==> src/rtl/vespa_dft_pkg.sv <==
// Shared types and constants for the VESPA DFT pulse sequencer.
// Includes the FSM state encoding, feedback sample levels and the burst configuration record.
package vespa_dft_pkg;

    typedef enum logic [2:0] {
        IDLE = 3'd0,
        ARM  = 3'd1,
        HIGH = 3'd2,
        LOW  = 3'd3,
        DONE = 3'd4
    } state_t;

    localparam int unsigned DFT_WID_W = 8;
    localparam int unsigned DFT_CNT_W = 8;

    // Expected generator level on the last cycle of each phase.
    // The high sample only means something once the pulse has had two cycles to propagate.
    localparam logic        CHK_HIGH_LEVEL = 1'b1;
    localparam logic        CHK_LOW_LEVEL  = 1'b0;
    localparam int unsigned CHK_MIN_WIDTH  = 2;

    typedef struct packed {
        logic [DFT_WID_W-1:0] width;
        logic [DFT_WID_W-1:0] gap;
        logic [DFT_CNT_W-1:0] count;
    } cfg_t;

endpackage

==> src/rtl/vespa_dft_phase_cnt.sv <==
// Loadable down-counter timing the HIGH and LOW phases.
// The zero flag marks the last cycle of the current phase.
module vespa_dft_phase_cnt
    import vespa_dft_pkg::*;
#(
    parameter int W = DFT_WID_W
) (
    input  logic         clk,
    input  logic         rst,
    input  logic         load,
    input  logic [W-1:0] load_val,
    input  logic         en,
    output logic         zero
);

    logic [W-1:0] cnt_r;

    // Load on phase entry, otherwise count down and hold at zero.
    always_ff @(posedge clk or posedge rst) begin
        if (rst) begin
            cnt_r <= {W{1'b0}};
        end else if (load) begin
            cnt_r <= load_val;
        end else if (en && (cnt_r != {W{1'b0}})) begin
            cnt_r <= cnt_r - {{(W-1){1'b0}}, 1'b1};
        end
    end

    assign zero = (cnt_r == {W{1'b0}});

endmodule

==> src/rtl/vespa_dft_pulse_seq.sv <==
// Burst sequencer for the VESPA DFT pulse generator.
// Drives start/stop for N pulses of width W and gap G, and checks the fed-back pulse.
module vespa_dft_pulse_seq
    import vespa_dft_pkg::*;
#(
    parameter int WID_W  = DFT_WID_W,
    parameter int CNT_W  = DFT_CNT_W,
    parameter int CHK_EN = 1
) (
    input  logic             clk,
    input  logic             rst,
    input  logic             cfg_valid,
    output logic             cfg_ready,
    input  logic [WID_W-1:0] cfg_width,
    input  logic [WID_W-1:0] cfg_gap,
    input  logic [CNT_W-1:0] cfg_count,
    input  logic             abort,
    output logic             start,
    output logic             stop,
    input  logic             pulse_fb,
    output logic             busy,
    output logic             done,
    output logic             aborted,
    output logic             err_o,
    output logic [CNT_W-1:0] pulses_done
);

    localparam logic [WID_W-1:0] W_ONE = {{(WID_W-1){1'b0}}, 1'b1};

    state_t           state_r, next_state_s;
    logic [WID_W-1:0] w_r, g_r;
    logic [CNT_W-1:0] n_r, pulses_done_r;
    logic             start_r, stop_r, cfg_ready_r, busy_r, done_r, aborted_r, err_r;
    logic             accept_s, abort_s, last_pulse_s, phase_last_s, chk_fail_s;
    logic             load_s;
    logic [WID_W-1:0] load_val_s;

    assign accept_s     = cfg_valid && cfg_ready_r;
    assign abort_s      = abort && ((state_r == ARM) || (state_r == HIGH) || (state_r == LOW));
    assign last_pulse_s = (({1'b0, pulses_done_r} + {{CNT_W{1'b0}}, 1'b1}) == {1'b0, n_r});

    vespa_dft_phase_cnt #(.W(WID_W)) u_phase_cnt (
        .clk      (clk),
        .rst      (rst),
        .load     (load_s),
        .load_val (load_val_s),
        .en       (1'b1),
        .zero     (phase_last_s)
    );

    // Next-state selection; abort always wins over phase completion.
    always_comb begin
        next_state_s = state_r;
        case (state_r)
            IDLE: begin
                if (accept_s) begin
                    next_state_s = (cfg_count == {CNT_W{1'b0}}) ? DONE : ARM;
                end else begin
                    next_state_s = IDLE;
                end
            end
            ARM:  next_state_s = abort_s ? DONE : HIGH;
            HIGH: begin
                if (abort_s) begin
                    next_state_s = DONE;
                end else if (phase_last_s) begin
                    next_state_s = last_pulse_s ? DONE : LOW;
                end else begin
                    next_state_s = HIGH;
                end
            end
            LOW: begin
                if (abort_s) begin
                    next_state_s = DONE;
                end else if (phase_last_s) begin
                    next_state_s = HIGH;
                end else begin
                    next_state_s = LOW;
                end
            end
            DONE:    next_state_s = IDLE;
            default: next_state_s = IDLE;
        endcase
    end

    // Phase counter reload on entry to HIGH or LOW.
    always_comb begin
        load_s     = 1'b0;
        load_val_s = {WID_W{1'b0}};
        if ((next_state_s == HIGH) && (state_r != HIGH)) begin
            load_s     = 1'b1;
            load_val_s = w_r - W_ONE;
        end else if ((next_state_s == LOW) && (state_r != LOW)) begin
            load_s     = 1'b1;
            load_val_s = g_r - W_ONE;
        end else begin
            load_s     = 1'b0;
        end
    end

    // Feedback level check on the final cycle of each un-aborted phase.
    always_comb begin
        chk_fail_s = 1'b0;
        if ((CHK_EN != 0) && phase_last_s && !abort_s) begin
            case (state_r)
                HIGH:    chk_fail_s = (w_r >= WID_W'(CHK_MIN_WIDTH)) && (pulse_fb != CHK_HIGH_LEVEL);
                LOW:     chk_fail_s = (pulse_fb != CHK_LOW_LEVEL);
                default: chk_fail_s = 1'b0;
            endcase
        end else begin
            chk_fail_s = 1'b0;
        end
    end

    // State register.
    always_ff @(posedge clk or posedge rst) begin
        if (rst) begin
            state_r <= IDLE;
        end else begin
            state_r <= next_state_s;
        end
    end

    // Moore outputs registered from the next state so they line up with the state.
    always_ff @(posedge clk or posedge rst) begin
        if (rst) begin
            start_r     <= 1'b0;
            stop_r      <= 1'b1;
            cfg_ready_r <= 1'b1;
            busy_r      <= 1'b0;
            done_r      <= 1'b0;
        end else begin
            start_r     <= (next_state_s == HIGH);
            stop_r      <= !((next_state_s == ARM) || (next_state_s == HIGH));
            cfg_ready_r <= (next_state_s == IDLE);
            busy_r      <= (next_state_s != IDLE);
            done_r      <= (next_state_s == DONE);
        end
    end

    // Burst configuration, pulse counter and sticky status.
    always_ff @(posedge clk or posedge rst) begin
        if (rst) begin
            w_r           <= {WID_W{1'b0}};
            g_r           <= {WID_W{1'b0}};
            n_r           <= {CNT_W{1'b0}};
            pulses_done_r <= {CNT_W{1'b0}};
            aborted_r     <= 1'b0;
            err_r         <= 1'b0;
        end else if (accept_s) begin
            w_r           <= (cfg_width == {WID_W{1'b0}}) ? W_ONE : cfg_width;
            g_r           <= (cfg_gap == {WID_W{1'b0}}) ? W_ONE : cfg_gap;
            n_r           <= cfg_count;
            pulses_done_r <= {CNT_W{1'b0}};
            aborted_r     <= 1'b0;
            err_r         <= 1'b0;
        end else begin
            if (abort_s) begin
                aborted_r <= 1'b1;
            end
            if ((state_r == HIGH) && phase_last_s && !abort_s &&
                (pulses_done_r != {CNT_W{1'b1}})) begin
                pulses_done_r <= pulses_done_r + {{(CNT_W-1){1'b0}}, 1'b1};
            end
            if (chk_fail_s) begin
                err_r <= 1'b1;
            end
        end
    end

    assign start       = start_r;
    assign stop        = stop_r;
    assign cfg_ready   = cfg_ready_r;
    assign busy        = busy_r;
    assign done        = done_r;
    assign aborted     = aborted_r;
    assign err_o       = err_r;
    assign pulses_done = pulses_done_r;

endmodule

==> config.mk <==
export PLATFORM = sky130hd
export DESIGN_NAME = vespa_dft_pulse_seq
export DESIGN_NICKNAME = d
export VERILOG_FILES = /design/src/rtl/vespa_dft_pkg.sv /design/src/rtl/vespa_dft_phase_cnt.sv /design/src/rtl/vespa_dft_pulse_seq.sv
export SDC_FILE = /design/constraint.sdc
export NUM_CORES = 1
export LEC_CHECK = 0
export ABC_AREA = 1
export BUFFER_PORTS_ARGS = -buffer_cell sky130_fd_sc_hd__buf_4
export CORE_UTILIZATION = 62
export CTS_BUF_LIST = sky130_fd_sc_hd__clkbuf_16
export DETAILED_ROUTE_END_ITERATION = 7
export GPL_TIMING_DRIVEN = 0
export MAX_ROUTING_LAYER = met4
export PLACE_DENSITY = 0.85
export SLEW_MARGIN = 20
export SYNTH_ARGS = -nofsm -noshare
export SYNTH_HDL_FRONTEND = slang
export SYNTH_SLANG_ARGS = --single-unit
==> constraint.sdc <==
create_clock -name clk -period 3.55 [get_ports clk]
set_input_delay 0.71 -clock clk [delete_from_list [all_inputs] [get_ports clk]]
set_output_delay 0.71 -clock clk [all_outputs]
set_load 0.005 [all_outputs]
==> flow_metrics.env, run 1 <==
export IMPL_area_delta_synth_final_pct=18.6
export IMPL_setup_viol=0
export IMPL_post_cts_buffers=0
export IMPL_violations="DRC"
export IMPL_outcome="complete, but fails checks"
export IMPL_syn_area_per_cell_um2=7.59
export IMPL_die_width_um=71.3
export IMPL_syn_inst=392
export IMPL_place_congestion=0.918
export IMPL_startpoint_type="flip-flop"
export IMPL_io_buffers=43
export IMPL_placed_cell_area_um2=3390
export IMPL_arrival_ns=2.67
export IMPL_power_w=0.00253
export IMPL_ant_nets=0
export IMPL_peakVddDrop_v=0.000438
export IMPL_synthSimpleGateAreaFrac=0.318
export IMPL_fp_dieH_um=71.3
export IMPL_hpwl_mm=5.15
export IMPL_drt_total_wl_mm=6.64
export IMPL_boundaryPins=44
export IMPL_power_leakage_nw=1.80
export IMPL_grt_antenna_before_repair=0
export IMPL_async_reset_ff_frac=1.00
export IMPL_crit_required_ns=3.73
export IMPL_synth_top_family_by_area="simple AND/OR/NAND/NOR gates"
export IMPL_coreArea_um2=4470
export IMPL_worst_pin_slew_ns=0.640
export IMPL_first_global_vias=2534
export IMPL_synth_enable_flop_cells=0
export IMPL_min_path_type="in -> async"
export IMPL_cts_tree="yes"
export IMPL_drive_gt1_frac=0.162
export IMPL_grt_usage=0.296
export IMPL_finalMaxSlewViolations=0
export IMPL_fin_crit_sh=0.700
export IMPL_fillCellCount=326
export IMPL_cts_inserted_buffers=5
export IMPL_synth_seq_cells=50
export IMPL_synth_compound_area_frac=0.0938
export IMPL_drtIter0Drc=229
export IMPL_initial_utilization=0.665
export IMPL_powerDensity_nw_per_um2=719
export IMPL_overflow=0
export IMPL_numClockSinks=50
export IMPL_clock_latency_ns=0.29
export IMPL_critical_path_slowest_cell="dfrtp_1"
export IMPL_drv_cap=0
export IMPL_synth_mux_area_frac=0
export IMPL_synth_main_ff_cell="dfrtp_1"
export IMPL_clockBufferDepth=2
export IMPL_cts_root_buffer="clkbuf_16"
export IMPL_fin_ws_ns=1.07
export IMPL_vias_per_cell=5.46
export IMPL_drt_pass1_iterations=7
export IMPL_routedWlPerCell_um=13.4
export IMPL_fp_row_count=24
export IMPL_ys_seq_area_frac=0.422
export IMPL_fmax_ghz=0.403
export IMPL_cpPeakStageDelay_ns=0.42
export IMPL_drc=2
export IMPL_n_antenna_cell=0
export IMPL_min_period_ns=2.48
export IMPL_finalNetCount=477
export IMPL_synth_xor_area_frac=0.0471
export IMPL_end_kind="flip-flop"
export IMPL_synth_nets=426
export IMPL_fin_setup_tns_ns=0
export IMPL_syn_cell_area_um2=2970
export IMPL_hold_viol_final=0
export IMPL_synthAdderAreaFrac=0.0210
export IMPL_synth_cell_types=37
export IMPL_path_clk_slew_ns=0.06
export IMPL_crit_top_cell="nand2_1"
export IMPL_grt_pass1_wl_mm=11.3
export IMPL_ys_warnings_count=0
export IMPL_crit_chain="ha_1 -> nand2_1 -> inv_1 -> nand2_1 -> nand3_1 -> nand2_1 -> nand3_1 -> nor2_2 -> nand3_2 -> nand2_4 -> inv_2 -> nor2_8 -> nand3_4 -> nand2_4 -> nand3_1 -> nand2_1 -> inv_1"
export IMPL_grt_setup_unrepaired="false"
export IMPL_htree_levels=2
export IMPL_grt_max_degree=30
export IMPL_slew_limit_headroom=0.573
export IMPL_critical_path_max_fanout=10
export IMPL_crit_type="reg -> reg"
export IMPL_holdBufCountCts=0
export IMPL_cts_resized_gates=0
export IMPL_dp_slack_ns=1.07
export IMPL_num_vias=2710
export IMPL_design_area_um2=3530
export IMPL_fin_skew_ns=0.00603
export IMPL_die_area_um2=5080
through the flow:
stage               hold WS (ns)  utilization  instances
finish                     0.510        0.788        496
global route               0.535        0.788        496
CTS                        0.515        0.788        496
detailed placement         0.497        0.758        488
global placement           0.485        0.751        487
floorplan                  0.453            -        392
flip-flops by register name, summed over array words and instances, names as in the netlist:
| signal | flops |
|---|---|
| cfg_ready | 1 |
| err_o | 1 |
| done | 1 |
| start | 1 |
| busy | 1 |
| stop | 1 |
| g_r | 8 |
| w_r | 8 |
| state_r | 3 |
| n_r | 8 |
| pulses_done | 8 |
| u_phase_cnt.cnt_r | 8 |
| aborted | 1 |
worst max-delay path, delay by kind of cell, from the launching register on:
family        cells  cell delay [ns]
simple gates     13             1.47
buf+inv           3             0.22
fa+ha+maj         1             0.26
flops             1             0.42
area by class of cell:
type | count | area (µm²) | share of cell area
Multi-Input combinational cell | 267 | 1430 | 0.405
Clock inverter | 3 | 12.5 | 0.00355
Inverter | 69 | 262 | 0.0741
Buffer | 6 | 30.0 | 0.00851
Tap cell | 52 | 65.1 | 0.0184
Timing Repair Buffer | 44 | 350 | 0.0993
Sequential cell | 50 | 1250 | 0.355
Clock buffer | 5 | 125 | 0.0355
cell usage in the layout (no fill, tap or decap), types with 2 or more instances in the layout:
cell	n
xnor2_1	6
o311ai_0	2
a31oi_1	2
a21oi_1	6
nand2_2	2
xor2_1	10
nand2_1	99
nand3_1	28
o22ai_1	6
nand3b_1	2
nor2_1	25
o211ai_1	3
dfstp_2	2
inv_1	66
nand3_2	3
nor2_2	3
nand2_4	2
o21ai_1	7
clkbuf_16	5
buf_4	43
ha_1	5
nor3_1	8
nor2_4	2
o21ai_0	20
dfrtp_1	48
inv_2	2
nor4_1	5
nand4_1	13
clkbuf_1	5
clkinv_1	2
nand3_4	2
worst paths after layout:
path / startpoint / to / slack, ns / cells past startpoint
min in group clk: n_r[2] / n_r[2] / 0.51 / 2
worst max register to register: pulses_done[0] / u_phase_cnt.cnt_r[5] / 1.07 / 17
worst min-delay path: rst / pulses_done[4] / 0.51 / 2
max in group asynchronous: rst / cfg_ready / 2.43 / 3
worst max-delay path: pulses_done[0] / u_phase_cnt.cnt_r[5] / 1.07 / 17
worst min register to register: n_r[2] / n_r[2] / 0.51 / 2
synth_stat cells (2+ instances only):
cell	count	area [µm²]
a21oi_1	6	30.0
a31oi_1	2	12.5
clkbuf_1	5	18.8
dfrtp_1	48	1200
dfstp_2	2	52.6
ha_1	5	62.6
inv_1	66	248
nand2_1	99	372
nand2_2	2	12.5
nand2_4	2	22.5
nand3_1	28	140
nand3_2	3	30.0
nand3_4	2	35.0
nand3b_1	2	15.0
nand4_1	13	81.3
nor2_1	25	93.8
nor2_2	3	18.8
nor2_4	2	22.5
nor3_1	8	40.0
nor4_1	5	31.3
o211ai_1	3	22.5
o21ai_0	20	100
o21ai_1	7	35.0
o22ai_1	6	37.5
o311ai_0	2	17.5
xnor2_1	6	52.6
xor2_1	10	87.6
layer usage:
metal | part of all wire | vias up | global-route usage
li1 | - | 1365 | -
met5 | 0 | - | -
met2 | 0.46 | 92 | 0.461
met3 | 0.056 | 11 | 0.0549
met4 | 0.013 | 0 | 0.0822
met1 | 0.47 | 1242 | 0.399
kinds of logic (layout without fill, tap and decap cells):
kind of cell / count (synthesis) / after routing
AO/OA/AOI/OAI: 49 / 49
XOR/XNOR: 16 / 16
adder cells (fa/ha/maj): 5 / 5
buffers and inverters: 75 / 127
flip-flops: 50 / 50
AND/OR/NAND/NOR: 197 / 197
report_power, final:
| part | total (W) | internal (W) | switching [W] |
|---|---|---|---|
| logic | 0.00111 | 0.000432 | 0.000678 |
| clock network | 0.000453 | 0.000255 | 0.000198 |
| registers | 0.000972 | 0.000806 | 0.000165 |
Power figures use the tool's default switching activity.
==> run 2: changes to the inputs <==
--- a/config.mk
+++ b/config.mk
@@ -5,14 +5,14 @@
 export SDC_FILE = /design/constraint.sdc
 export NUM_CORES = 1
 export LEC_CHECK = 0
-export ABC_AREA = 1
+export ABC_AREA = 0
 export BUFFER_PORTS_ARGS = -buffer_cell sky130_fd_sc_hd__buf_4
-export CORE_UTILIZATION = 62
+export CORE_UTILIZATION = 56
 export CTS_BUF_LIST = sky130_fd_sc_hd__clkbuf_16
 export DETAILED_ROUTE_END_ITERATION = 7
 export GPL_TIMING_DRIVEN = 0
 export MAX_ROUTING_LAYER = met4
-export PLACE_DENSITY = 0.85
+export PLACE_DENSITY = 0.78
 export SLEW_MARGIN = 20
 export SYNTH_ARGS = -nofsm -noshare
 export SYNTH_HDL_FRONTEND = slang
==> constraint.sdc (replaced) <==
create_clock -name clk -period 2.4 [get_ports clk]
set_input_delay 0.48 -clock clk [delete_from_list [all_inputs] [get_ports clk]]
set_output_delay 0.48 -clock clk [all_outputs]
set_load 0.005 [all_outputs]
==> run 2 against run 1 <==
The flow finishes with violations (setup timing); clock power rose by 48%; via count fell by 8.6%; sequential share of layout area rose by 0.66 points; fmax rose by 3.0%; combinational power rose by 41%; count of clock-buffer cells in the layout did not move; setup slack got worse by 1.1 ns; global-route usage fell by 0.99 points; sequential power rose by 55%; cell count fell by 11%.
==> flow_metrics.env, run 2 <==
export IMPL_outcome="complete, but fails checks"
export IMPL_violations="setup timing"
export IMPL_boundaryPins=44
export IMPL_synth_commonest_cells="74 x nand2_1, 48 x dfrtp_1, 23 x nor2_1"
export IMPL_critPathTopFamily="simple AND/OR/NAND/NOR gates"
export IMPL_hpwl_mm=4.72
export IMPL_synth_area_leader_cell="dfrtp_1"
export IMPL_cpPeakStageDelay_ns=0.59
export IMPL_drv_cap=0
export IMPL_initial_utilization=0.582
export IMPL_synth_area_top_cells="dfrtp_1 43%, nand2_1 10%, xnor2_1 5.4%"
export IMPL_area_delta_synth_final_pct=25.2
export IMPL_fillCellCount=392
export IMPL_use_met1=0.391
export IMPL_crit_required_ns=2.61
export IMPL_p_seq_frac=0.405
export IMPL_drt_pass1_iterations=4
export IMPL_cts_root_buffer="clkbuf_16"
export IMPL_critical_path_max_fanout=6
export IMPL_layout_cells_non_filler=443
export IMPL_fp_row_count=25
export IMPL_fmax_ghz=0.415
export IMPL_final_cell_mix="74 x nand2_1, 51 x buf_4, 47 x dfrtp_1, 22 x nor2_1, 17 x xnor2_1"
export IMPL_hold_viol_final=0
export IMPL_coreArea_um2=4750
export IMPL_dp_slack_ns=-0.264
export IMPL_setup_viol=2
export IMPL_fin_crit_sh=1.00
export IMPL_drive_gt1_frac=0.221
export IMPL_vias_per_cell=5.59
export IMPL_synth_nets=353
export IMPL_synth_enable_flop_cells=0
export IMPL_busiest_layer="met2"
export IMPL_regArea_um2=1250
export IMPL_power_leakage_nw=1.61
export IMPL_powerDensity_nw_per_um2=1080
export IMPL_cts_inserted_buffers=5
export IMPL_yosysTopAreaCellShare=0.434
export IMPL_synth_cell_types=41
export IMPL_min_path_type="in -> async"
export IMPL_power_switching_w=0.00146
export IMPL_overflow=0
export IMPL_p_sw_frac=0.391
export IMPL_slew_limit_headroom=0.601
export IMPL_min_period_ns=2.41
export IMPL_io_buffers=43
export IMPL_drtIter0Drc=161
export IMPL_die_area_um2=5230
export IMPL_grt_antenna_before_repair=0
export IMPL_use_met3=0.0611
export IMPL_routedWlPerCell_um=14.7
export IMPL_clockBufferDepth=2
export IMPL_num_vias=2476
export IMPL_clock_latency_ns=0.29
export IMPL_syn_inst=319
export IMPL_fin_skew_ns=0.00816
export IMPL_drc=0
export IMPL_ant_nets=0
export IMPL_cts_tree="yes"
export IMPL_grt_max_degree=36
export IMPL_p_int_w=0.00228
export IMPL_async_reset_ff_frac=1.00
export IMPL_crit_type="reg -> reg"
export IMPL_fin_ws_ns=-0.0117
export IMPL_n_antenna_cell=0
export IMPL_first_global_vias=2322
export IMPL_place_congestion=0.880
export IMPL_die_width_um=72.3
export IMPL_finalMaxSlewViolations=0
export IMPL_peakVddDrop_v=0.000733
export IMPL_critical_path_slowest_cell="or4_4"
export IMPL_synth_main_ff_cell="dfrtp_1"
export IMPL_grt_usage=0.286
export IMPL_syn_area_per_cell_um2=8.68
export IMPL_grt_pass1_wl_mm=11.0
export IMPL_arrival_ns=2.63
export IMPL_htree_levels=2
export IMPL_crit_chain="or4_4 -> or3_4 -> or4_4 -> or3_4 -> a21oi_2"
export IMPL_power_share_clock=0.179
export IMPL_synth_seq_cells=50
export IMPL_grt_util_met2=0.431
export IMPL_end_kind="flip-flop"
export IMPL_ys_warnings_count=0
export IMPL_drt_total_wl_mm=6.52
export IMPL_place_inst=430
export IMPL_multi_input_comb_area_um2=1500
export IMPL_synth_compound_area_frac=0.102
export IMPL_synthAdderAreaFrac=0.0226
export IMPL_synthSimpleGateAreaFrac=0.274
export IMPL_fin_setup_tns_ns=-0.0140
export IMPL_combPwrFrac=0.416
export IMPL_holdBufCountCts=0
export IMPL_synth_top_family_by_area="simple AND/OR/NAND/NOR gates"
export IMPL_fp_dieH_um=72.3
export IMPL_hold_slack_ns=0.170
export IMPL_crit_buf_inv=0
export IMPL_startpoint_type="flip-flop"
export IMPL_finalNetCount=409
export IMPL_path_clk_slew_ns=0.06
export IMPL_syn_cell_area_um2=2770
export IMPL_ys_seq_area_frac=0.453
export IMPL_grt_setup_unrepaired="true"
export IMPL_synth_xor_area_frac=0.0981
export IMPL_final_common_cell="nand2_1"
export IMPL_post_synth_top_count_cell="nand2_1"
export IMPL_numClockSinks=50
export IMPL_synth_mux_area_frac=0.0149
export IMPL_worst_pin_slew_ns=0.598
-- run 2: routing by layer --
metal,vias to the layer above,part of all wire
met5,-,0
met4,0,0.0097
met3,7,0.056
met2,87,0.48
met1,1182,0.45
li1,1200,-
-- run 2: power by group through the flow --
stage	Combinational (W)	Sequential (W)	Clock (W)
after global placement	0.00137	0.00151	0
after detailed placement	0.00143	0.00153	0
final	0.00156	0.00151	0.000671
after floorplan	0.00106	0.00144	0
after CTS	0.00154	0.00151	0.000675
after global routing	0.00175	0.00157	0.000707
-- run 2: final timing paths --
path	startpoint	endpoint	slack, ns	cells after the start
max	u_phase_cnt.cnt_r[4]	pulses_done[3]	-0.01	5
min	rst	w_r[5]	0.17	2
max reg2reg	u_phase_cnt.cnt_r[4]	pulses_done[3]	-0.01	5
min reg2reg	err_o	err_o	0.50	1
max in group asynchronous	rst	cfg_ready	1.66	3
min in group clk	cfg_width[6]	w_r[6]	0.39	3
-- run 2: logic make-up (layout without fill, tap and decap cells) --
group / Yosys count / after routing
simple gates: 158 / 158
fa+ha+maj: 5 / 5
compound gates: 47 / 47
mux: 4 / 4
buf+inv: 24 / 81
flops: 50 / 50
xor+xnor: 31 / 31
-- run 2: what timing repair did --
action | 4_1_cts | 5_1_grt
setup endpoints to repair | 22 | 19
gates resized for setup | 14 | 9
pin swaps | 6 | 2
gates cloned | 0 | 0
buffers inserted | 8 | 1
-- run 2: layout make-up --
cell class,count,share of cell area
Buffer,9,0.0101
Inverter,11,0.0119
Tap cell,67,0.0242
Timing Repair Buffer,53,0.119
Sequential cell,50,0.362
Clock inverter,3,0.00361
Multi-Input combinational cell,245,0.432
Clock buffer,5,0.0361
-- run 2: through the flow --
stage	power, W	cell area [µm²]	utilization
floorplan	0.00250	2780	-
global placement	0.00288	3190	0.670
detailed placement	0.00295	3210	0.674
CTS	0.00372	3440	0.724
global route	0.00403	3470	0.729
finish	0.00374	3470	0.729
==> run 3: changes to the inputs <==
--- a/config.mk
+++ b/config.mk
@@ -5,14 +5,14 @@
 export SDC_FILE = /design/constraint.sdc
 export NUM_CORES = 1
 export LEC_CHECK = 0
-export ABC_AREA = 0
+export ABC_AREA = 1
 export BUFFER_PORTS_ARGS = -buffer_cell sky130_fd_sc_hd__buf_4
-export CORE_UTILIZATION = 56
+export CORE_UTILIZATION = 57
 export CTS_BUF_LIST = sky130_fd_sc_hd__clkbuf_16
 export DETAILED_ROUTE_END_ITERATION = 7
 export GPL_TIMING_DRIVEN = 0
 export MAX_ROUTING_LAYER = met4
-export PLACE_DENSITY = 0.78
+export PLACE_DENSITY = 0.79
 export SLEW_MARGIN = 20
 export SYNTH_ARGS = -nofsm -noshare
 export SYNTH_HDL_FRONTEND = slang
==> run 3 against run 2 <==
The flow now finishes without violations; routed wire length increased by 9.6%; combinational power grew 15%; sequential power decreased by 5%; cell count is 18% higher; flip-flop and latch count stayed put; sequential share of layout area fell by 2.4 points; cell area grew 7.2%; power is 7.2% higher; global-route usage decreased by 0.33 points; count of clock-buffer cells in the layout stayed put; critical path type unchanged; critical endpoint is now u_phase_cnt.cnt_r[3].
==> flow_metrics.env, run 3 (same netlist as run 1, synthesis figures left out) <==
export IMPL_outcome="finished, final reports clean"
export IMPL_fin_crit_sh=0.966
export IMPL_cts_inserted_buffers=5
export IMPL_powerDensity_nw_per_um2=1080
export IMPL_power_leakage_nw=1.88
export IMPL_fp_dieH_um=74.2
export IMPL_final_core_util=0.761
export IMPL_clock_latency_ns=0.28
export IMPL_io_buffers=43
export IMPL_num_vias=2804
export IMPL_die_width_um=74.2
export IMPL_cts_tree="yes"
export IMPL_crit_required_ns=2.58
export IMPL_arrival_ns=2.50
export IMPL_critPathTopFamily="simple AND/OR/NAND/NOR gates"
export IMPL_fin_ws_ns=0.0817
export IMPL_path_clk_slew_ns=0.06
export IMPL_setup_viol=0
export IMPL_grt_antenna_before_repair=0
export IMPL_htree_levels=2
export IMPL_r2r_start="u_phase_cnt.cnt_r[0]"
export IMPL_grt_pass1_wl_mm=11.4
export IMPL_numClockSinks=50
export IMPL_first_global_vias=2495
export IMPL_routedWlPerCell_um=13.7
export IMPL_min_path_type="in -> async"
export IMPL_grt_usage=0.282
export IMPL_worst_pin_slew_ns=0.674
export IMPL_cpPeakStageDelay_ns=0.39
export IMPL_end_kind="flip-flop"
export IMPL_drtIter0Drc=181
export IMPL_hold_viol_final=0
export IMPL_crit_chain="inv_2 -> ha_4 -> nand3_1 -> or2_1 -> nor2_2 -> buf_6 -> nand4_1 -> nand3_2 -> nand3_4 -> nand3_4 -> nand2_4 -> inv_4 -> o21ai_1 -> nand2_1 -> inv_1"
export IMPL_ant_nets=0
export IMPL_reg2reg_to="u_phase_cnt.cnt_r[3]"
export IMPL_overflow=0
export IMPL_initial_utilization=0.609
export IMPL_drive_gt1_frac=0.213
export IMPL_boundaryPins=44
export IMPL_crit_top_cell="nand3_4"
export IMPL_crit_type="reg -> reg"
export IMPL_dp_slack_ns=-0.0484
export IMPL_cts_root_buffer="clkbuf_16"
export IMPL_fp_row_count=25
export IMPL_r2r_slack_ns=0.08
export IMPL_crit_buf_inv=4
export IMPL_n_antenna_cell=0
export IMPL_fin_skew_ns=0.00399
export IMPL_startpoint_type="flip-flop"
export IMPL_drv_cap=0
export IMPL_min_period_ns=2.32
export IMPL_critical_path_max_fanout=6
export IMPL_rr_worst_depth=15
export IMPL_slew_limit_headroom=0.548
export IMPL_peakVddDrop_v=0.000501
export IMPL_clockBufferDepth=2
export IMPL_finalMaxSlewViolations=0
export IMPL_vias_per_cell=5.37
export IMPL_final_common_cell="nand2_1"
export IMPL_multi_input_comb_area_um2=1510
export IMPL_coreArea_um2=4880
export IMPL_grt_max_degree=33
export IMPL_drt_pass1_iterations=5
export IMPL_fin_setup_tns_ns=0
export IMPL_critical_path_slowest_cell="dfrtp_1"
export IMPL_fillCellCount=408
export IMPL_hpwl_mm=5.18
export IMPL_regArea_um2=1260
export IMPL_final_cell_mix="97 x nand2_1, 65 x inv_1, 52 x buf_4, 45 x dfrtp_1"
export IMPL_drc=0
export IMPL_area_delta_synth_final_pct=24.9
export IMPL_drt_total_wl_mm=7.15
export IMPL_die_area_um2=5510
export IMPL_place_congestion=0.868
export IMPL_finalNetCount=488
export IMPL_fmax_ghz=0.431
run 3: where the power goes:
part / total (W) / switching (W) / internal, W
Combinational: 0.00179 / 0.00108 / 0.000715
Sequential: 0.00144 / 0.000247 / 0.00119
Clock: 0.000779 / 0.000294 / 0.000484
Total: 0.00401 / 0.00162 / 0.00239
run 3: area by class of cell:
cell class / instances / area share
Clock inverter: 3 / 0.0101
Buffer: 6 / 0.00808
Tap cell: 67 / 0.0226
Multi-Input combinational cell: 269 / 0.406
Timing Repair Buffer: 53 / 0.110
Clock buffer: 5 / 0.0337
Sequential cell: 50 / 0.338
Inverter: 69 / 0.0711
run 3: worst reg2reg max path, delay by kind of cell, from the launching register on:
kind / cells / cell delay [ns]
buf+inv: 4 / 0.37
compound gates: 1 / 0.07
fa+ha+maj: 1 / 0.16
simple gates: 9 / 1.24
flops: 1 / 0.39
run 3: through the flow:
step | power, W | hold WS, ns | area (µm²) | instances
after global placement | 0.00300 | 0.486 | 3380 | 502
after global routing | 0.00432 | 0.220 | 3710 | 522
after floorplan | 0.00262 | 0.453 | 2970 | 392
final | 0.00401 | 0.186 | 3710 | 522
after CTS | 0.00386 | 0.202 | 3580 | 511
after detailed placement | 0.00307 | 0.494 | 3400 | 503
run 3: how the worst max path moves through the flow:
stage	slack, ns	depth (start not counted)	endpoint	start
floorplan	0.24	15	u_phase_cnt.cnt_r[7]	pulses_done[0]
global placement	-0.01	16	u_phase_cnt.cnt_r[3]	u_phase_cnt.cnt_r[0]
detailed placement	-0.05	16	u_phase_cnt.cnt_r[3]	u_phase_cnt.cnt_r[0]
CTS	0.004	15	u_phase_cnt.cnt_r[3]	u_phase_cnt.cnt_r[0]
global route	-0.05	15	u_phase_cnt.cnt_r[6]	u_phase_cnt.cnt_r[0]
finish	0.08	15	u_phase_cnt.cnt_r[3]	u_phase_cnt.cnt_r[0]
run 3: repair_timing:
item | 4_1_cts | 5_1_grt
pin swaps | 0 | 12
endpoints found under the setup margin | 8 | 16
cloned | 0 | 2
gates resized for setup | 4 | 14
hold buffers | 0 | 0
setup buffers | 0 | 9
endpoints found under the hold margin | 0 | 0
run 3: metal layers:
metal | share of wire | wire, µm | vias up | GRT usage
met3 | 0.064 | 454 | 19 | 0.0515
met4 | 0.019 | 136 | 0 | 0.0964
met2 | 0.47 | 3370 | 115 | 0.423
met5 | 0 | 0 | - | -
li1 | - | - | 1399 | -
met1 | 0.45 | 3190 | 1271 | 0.387
